**src/rtl/dm_ctrl_pkg.sv**
```systemverilog
// rtl/dm_ctrl_pkg.sv - shared op codes, FSM encoding and load-select constants for dm_ctrl
package dm_ctrl_pkg;

  localparam logic [2:0] OP_LW  = 3'b000;
  localparam logic [2:0] OP_LB  = 3'b001;
  localparam logic [2:0] OP_LBU = 3'b010;
  localparam logic [2:0] OP_SW  = 3'b100;
  localparam logic [2:0] OP_SB  = 3'b101;

  localparam logic [3:0] LDSEL_WORD = 4'b0000;
  localparam logic [3:0] LDSEL_LB   = 4'b0001;
  localparam logic [3:0] LDSEL_LBU  = 4'b0010;

  typedef enum logic [1:0] {
    ST_IDLE   = 2'd0,
    ST_ACCESS = 2'd1,
    ST_RMW_WR = 2'd2,
    ST_RESP   = 2'd3
  } state_e;

  // Word ops need natural alignment; byte ops may hit any lane.
  function automatic logic op_legal(input logic [2:0] op, input logic [1:0] lo);
    case (op)
      OP_LW, OP_SW:         op_legal = (lo == 2'b00);
      OP_LB, OP_LBU, OP_SB: op_legal = 1'b1;
      default:              op_legal = 1'b0;
    endcase
  endfunction

  function automatic logic [31:0] merge_byte(input logic [31:0] word, input logic [1:0] lane,
                                             input logic [7:0] b);
    logic [31:0] w;
    w = word;
    w[8*lane +: 8] = b;
    merge_byte = w;
  endfunction

endpackage

```
**src/rtl/dm_ctrl_arb.sv**
```systemverilog
// rtl/dm_ctrl_arb.sv - two-way round-robin grant (rr_arb2) for the dm_ctrl request ports
module rr_arb2 (
  input  logic       clk,
  input  logic       rst,
  input  logic [1:0] req,
  input  logic       advance,
  output logic [1:0] gnt
);

  // Port favoured on the next tie; starts at port 0.
  logic prio_q;

  always_comb begin
    gnt = 2'b00;
    case (req)
      2'b01:   gnt = 2'b01;
      2'b10:   gnt = 2'b10;
      2'b11:   gnt = prio_q ? 2'b10 : 2'b01;
      default: gnt = 2'b00;
    endcase
  end

  always_ff @(posedge clk) begin
    if (rst)          prio_q <= 1'b0;
    else if (advance) prio_q <= gnt[0];
  end

endmodule

```
**src/rtl/dm_ctrl.sv**
```systemverilog
// rtl/dm_ctrl.sv - two-port data-memory controller with byte-store read-modify-write
module dm_ctrl
  import dm_ctrl_pkg::*;
(
  input  logic        clk,
  input  logic        rst,
  input  logic        req0_valid,
  output logic        req0_ready,
  input  logic [2:0]  req0_op,
  input  logic [8:0]  req0_addr,
  input  logic [31:0] req0_wdata,
  input  logic        req1_valid,
  output logic        req1_ready,
  input  logic [2:0]  req1_op,
  input  logic [8:0]  req1_addr,
  input  logic [31:0] req1_wdata,
  output logic        rsp0_valid,
  output logic        rsp0_err,
  output logic [31:0] rsp0_rdata,
  output logic        rsp1_valid,
  output logic        rsp1_err,
  output logic [31:0] rsp1_rdata,
  output logic        dm_DMWr,
  output logic [6:0]  dm_addr,
  output logic [31:0] dm_din,
  output logic [3:0]  dm_LOADSel,
  output logic [1:0]  dm_byte,
  input  logic [31:0] dm_dout
);

  state_e            state_q, state_d;
  logic [1:0]        arb_req, gnt;
  logic              hs, sel;
  logic [2:0]        in_op;
  logic [8:0]        in_addr;
  logic [31:0]       in_wdata;
  logic              port_q;
  logic [2:0]        op_q;
  logic [8:0]        addr_q;
  logic [31:0]       wdata_q, cap_q;
  logic [1:0][31:0]  rsp_rdata_q;
  logic [1:0]        rsp_err_q;

  assign arb_req = {req1_valid, req0_valid} & {2{(state_q == ST_IDLE) && !rst}};

  rr_arb2 u_arb (
    .clk     (clk),
    .rst     (rst),
    .req     (arb_req),
    .advance (hs),
    .gnt     (gnt)
  );

  assign req0_ready = gnt[0];
  assign req1_ready = gnt[1];
  assign hs         = |gnt;
  assign sel        = gnt[1];
  assign in_op      = sel ? req1_op    : req0_op;
  assign in_addr    = sel ? req1_addr  : req0_addr;
  assign in_wdata   = sel ? req1_wdata : req0_wdata;

  always_ff @(posedge clk) begin
    if (rst) state_q <= ST_IDLE;
    else     state_q <= state_d;
  end

  always_comb begin
    state_d = state_q;
    case (state_q)
      ST_IDLE:   if (hs) state_d = op_legal(in_op, in_addr[1:0]) ? ST_ACCESS : ST_RESP;
      ST_ACCESS: state_d = (op_q == OP_SB) ? ST_RMW_WR : ST_RESP;
      ST_RMW_WR: state_d = ST_RESP;
      default:   state_d = ST_IDLE;
    endcase
  end

  // Response registers change only on the edge entering RESP, so they hold between responses.
  always_ff @(posedge clk) begin
    if (rst) begin
      port_q      <= 1'b0;
      op_q        <= 3'b000;
      addr_q      <= 9'd0;
      wdata_q     <= 32'd0;
      cap_q       <= 32'd0;
      rsp_rdata_q <= '0;
      rsp_err_q   <= 2'b00;
    end else begin
      if (hs) begin
        port_q  <= sel;
        op_q    <= in_op;
        addr_q  <= in_addr;
        wdata_q <= in_wdata;
        if (!op_legal(in_op, in_addr[1:0])) begin
          rsp_err_q[sel]   <= 1'b1;
          rsp_rdata_q[sel] <= 32'd0;
        end
      end
      if (state_q == ST_ACCESS) begin
        if (op_q == OP_SB) begin
          cap_q <= dm_dout;
        end else begin
          rsp_err_q[port_q]   <= 1'b0;
          rsp_rdata_q[port_q] <= (op_q == OP_SW) ? 32'd0 : dm_dout;
        end
      end
      if (state_q == ST_RMW_WR) begin
        rsp_err_q[port_q]   <= 1'b0;
        rsp_rdata_q[port_q] <= 32'd0;
      end
    end
  end

  always_comb begin
    dm_DMWr    = 1'b0;
    dm_addr    = 7'd0;
    dm_din     = 32'd0;
    dm_LOADSel = LDSEL_WORD;
    dm_byte    = 2'b00;
    rsp0_valid = 1'b0;
    rsp1_valid = 1'b0;
    case (state_q)
      ST_ACCESS: begin
        dm_addr = addr_q[8:2];
        dm_byte = addr_q[1:0];
        if (op_q == OP_LB)  dm_LOADSel = LDSEL_LB;
        if (op_q == OP_LBU) dm_LOADSel = LDSEL_LBU;
        if (op_q == OP_SW) begin
          dm_DMWr = 1'b1;
          dm_din  = wdata_q;
        end
      end
      ST_RMW_WR: begin
        dm_addr = addr_q[8:2];
        dm_byte = addr_q[1:0];
        dm_DMWr = 1'b1;
        dm_din  = merge_byte(cap_q, addr_q[1:0], wdata_q[7:0]);
      end
      ST_RESP: begin
        rsp0_valid = !port_q;
        rsp1_valid = port_q;
      end
      default: ;
    endcase
  end

  assign rsp0_err   = rsp_err_q[0];
  assign rsp1_err   = rsp_err_q[1];
  assign rsp0_rdata = rsp_rdata_q[0];
  assign rsp1_rdata = rsp_rdata_q[1];

endmodule

```
**config.mk**
```make
export PLATFORM = sky130hd
export DESIGN_NAME = dm_ctrl
export DESIGN_NICKNAME = d
export VERILOG_FILES = /design/src/rtl/dm_ctrl_pkg.sv /design/src/rtl/dm_ctrl_arb.sv /design/src/rtl/dm_ctrl.sv
export SDC_FILE = /design/constraint.sdc
export NUM_CORES = 1
export LEC_CHECK = 0
export BUFFER_PORTS_ARGS = -buffer_cell sky130_fd_sc_hd__buf_4
export CORE_ASPECT_RATIO = 1.25
export CORE_UTILIZATION = 45
export DETAILED_ROUTE_END_ITERATION = 8
export PLACE_DENSITY_LB_ADDON = 0.25
export SLEW_MARGIN = 20
export SYNTH_ARGS = -nofsm -noshare
export SYNTH_HDL_FRONTEND = slang
export SYNTH_SLANG_ARGS = --single-unit
```
**constraint.sdc**
```tcl
create_clock -name clk -period 1.8 [get_ports clk]
set_clock_uncertainty 0.05 [all_clocks]
set_input_delay 0 -clock clk [delete_from_list [all_inputs] [get_ports clk]]
set_output_delay 0 -clock clk [all_outputs]
set_load 0.01 [all_outputs]
```
==> results.tsv <==
metric	value	unit
status	finished with violations	
failed_checks	negative setup slack	
grt_setup_unrepaired	true	
wirelength	41300	um
min_period	2.69	ns
routed_via_density	6.92	
grt_busiest_layer	met2	
firstDrtPassIters	6	
grt_start_max_net_pins	43	
slew_headroom	0.530	
setup_ws	-0.889	ns
leakage	5.15	nW
antenna_found_initial	2	
critPathLaunchType	flop	
final_core_util	0.908	
ys_ff_latch	146	
cts_tree	yes	
yosys-top-cells-area	dfxtp_1 46%, a22o_1 12%, nand2_1 9.2%, a311oi_1 6.1%, a22oi_1 3.8%	
grt_usage	0.346	
seq_area_frac_synth	0.459	
hpwl	14500	um
htree_levels	4	
start_util	0.461	
pre_cts_slack	-0.0667	ns
grt_first_pass_wirelength	38600	um
syn_area_per_cell	8.80	sq um
synthCells	724	
tightest_slew	0.705	ns
worstPathMaxFanout	8	
slew_viol_final	0	
place.gp.congestion	0.837	
nets	1287	
cts-root-buf	clkbuf_16	
portBuffers	237	
drc	0	
rows	48	
max_freq	372	MHz
drt_iter0_markers	1506	
powerDensity	1190	mW/mm^2
cp_common_cell	buf_4	
core-area	0.0138	sq mm
final_common_cell	buf_4	
grt_pass1_vias	7404	
required	1.75	ns
critPathArrivalTime	2.64	ns
max_stage_delay	0.40	ns
clk_pin_slew	0.07	ns
io_pins	240	
clock_sinks	146	
critPathTopFamily	simple AND/OR/NAND/NOR gates	
yosys_warnings	0	
crit_type	reg2out	
ant_nets	0	
numCtsBuffers	17	
max-clock-path-buffers	2	
die_h	135	um
peakVddDrop	1.25	mV
gr-usage-met1	0.374	
gr-usage-met3	0.0623	
syn_area	0.00637	sq mm
synthToLayoutAreaGrowth	97.0	%
ys_types	44	
die_width	108	um
use_met2	0.633	
insertion_delay	0.44	ns
maxCapViolCount	0	
routedWlPerCell	30.8	um
cp_num_buf_inv	3	
synth_largest_area_cell	dfxtp_1	
grt_overflow	0	
num_vias	9303	
crit_path_end_kind	output port	
period_share	1.49	
final_cell_mix	253 x buf_4, 141 x dfxtp_1, 124 x dlygate4sd3_1, 118 x nand2_1, 86 x a22o_1	
synth_top_area_frac	0.459	
worst_path_max_delay_cell	a22o_1	
hp-class	in2reg	
fp.dieArea	0.0146	sq mm
finalHoldViolations	0	
drive_gt1_frac	0.473	
path_cells	buf_4 > ha_1 > nor4bb_4 > buf_6 > a22o_1 > a22oi_1 > nor2b_1 > buf_4	
final-setup-viol-count	189	
cell usage after synthesis, drive strengths merged:
cell    number
o31ai        2
a21o         1
nand4b       1
nor4bb       2
a22oi       32
a211oi       1
clkbuf      30
conb         1
a311o        1
a31oi        2
nor4         2
nor2b       35
and2b        3
nand3b       1
a21oi       41
nand2b       4
and3         2
a22o        88
a311oi      44
ha          10
a31o         1
and2        10
and4bb       1
nor3         2
nand3        4
o21bai       1
buf         33
nor2        52
o21ai        3
o21a         1
o21ba        1
nand2      156
dfxtp      146
inv          9
and4b        1
final cells by class:
| cell class | count | area, sq um |
|---|---|---|
| Timing Repair Buffer | 469 | 4710 |
| Multi-Input combinational cell | 510 | 4060 |
| Sequential cell | 146 | 2930 |
| Fill cell | 447 | 1260 |
| Clock buffer | 18 | 429 |
| Tap cell | 175 | 219 |
| Clock inverter | 14 | 145 |
| Inverter | 9 | 53.8 |
| Antenna cell | 3 | 7.51 |
power by group:
group          total [mW]  internal (mW)  switching [mW]
clock                3.65           1.96            1.69
combinational        7.14           3.56            3.58
sequential           4.20           3.67           0.526
sequential cells by signal (all words and copies together) (netlist names):
name,flops
op_q,3
rsp_err_q,2
state_q,2
port_q,1
cap_q,32
rsp1_rdata,32
wdata_q,32
u_arb.prio_q,1
addr_q,9
rsp0_rdata,32
worst register-to-register path, stage by stage (launching register included):
cell,delay [ns]
dfxtp_2,0.39
inv_4,0.06
buf_6,0.11
ha_4,0.16
and2b_2,0.24
nand3_4,0.15
buf_12,0.17
buf_12,0.15
nand2_1,0.23
a311oi_2,0.66
through the flow:
stage / TNS, ns / hold WS [ns] / std cells / instance area [sq um] / power (mW)
floorplan: 0 / 0.0755 / 725 / 6370 / 5.84
global placement: -0.319 / 0.184 / 1108 / 8470 / 7.17
detailed placement: -1.14 / 0.184 / 1108 / 8470 / 7.22
CTS: -11.64 / 0.304 / 1286 / 10800 / 11.7
global route: -51.01 / 0.309 / 1343 / 12500 / 15.1
finish: -45.24 / 0.298 / 1344 / 12500 / 15.0
what timing repair did:
action                                  CTS  global route
cloned                                    8            24
hold buffers                            124             0
gates resized for setup                  47           237
buffers inserted                         14            33
pin swaps                                30           114
hold endpoints to repair                144             0
endpoints found under the setup margin  141           181
final timing paths:
path         slack (ns)        from             to  depth (start not counted)
max               -0.89   addr_q[1]     dm_din[27]                          8
min                0.30  dm_dout[6]  rsp0_rdata[6]                          3
max reg2reg       -0.73  state_q[0]     wdata_q[7]                          9
min reg2reg        0.42    cap_q[6]       cap_q[6]                          2
cell families after synthesis:
| kind of cell | Yosys count | synth area share |
|---|---|---|
| other | 1 | 0.000589 |
| buffers and inverters | 72 | 0.0528 |
| AND/OR/NAND/NOR | 276 | 0.198 |
| flip-flops | 146 | 0.459 |
| AO/OA/AOI/OAI | 219 | 0.270 |
| adder cells (fa/ha/maj) | 10 | 0.0196 |
metal layers:
layer  up-vias  share of wire
li1       3477              -
met1      4154           0.29
met2      1139           0.43
met3       531           0.14
met4         2           0.13
met5         -        0.00046
Note: power is estimated with default switching activity, not from simulation.
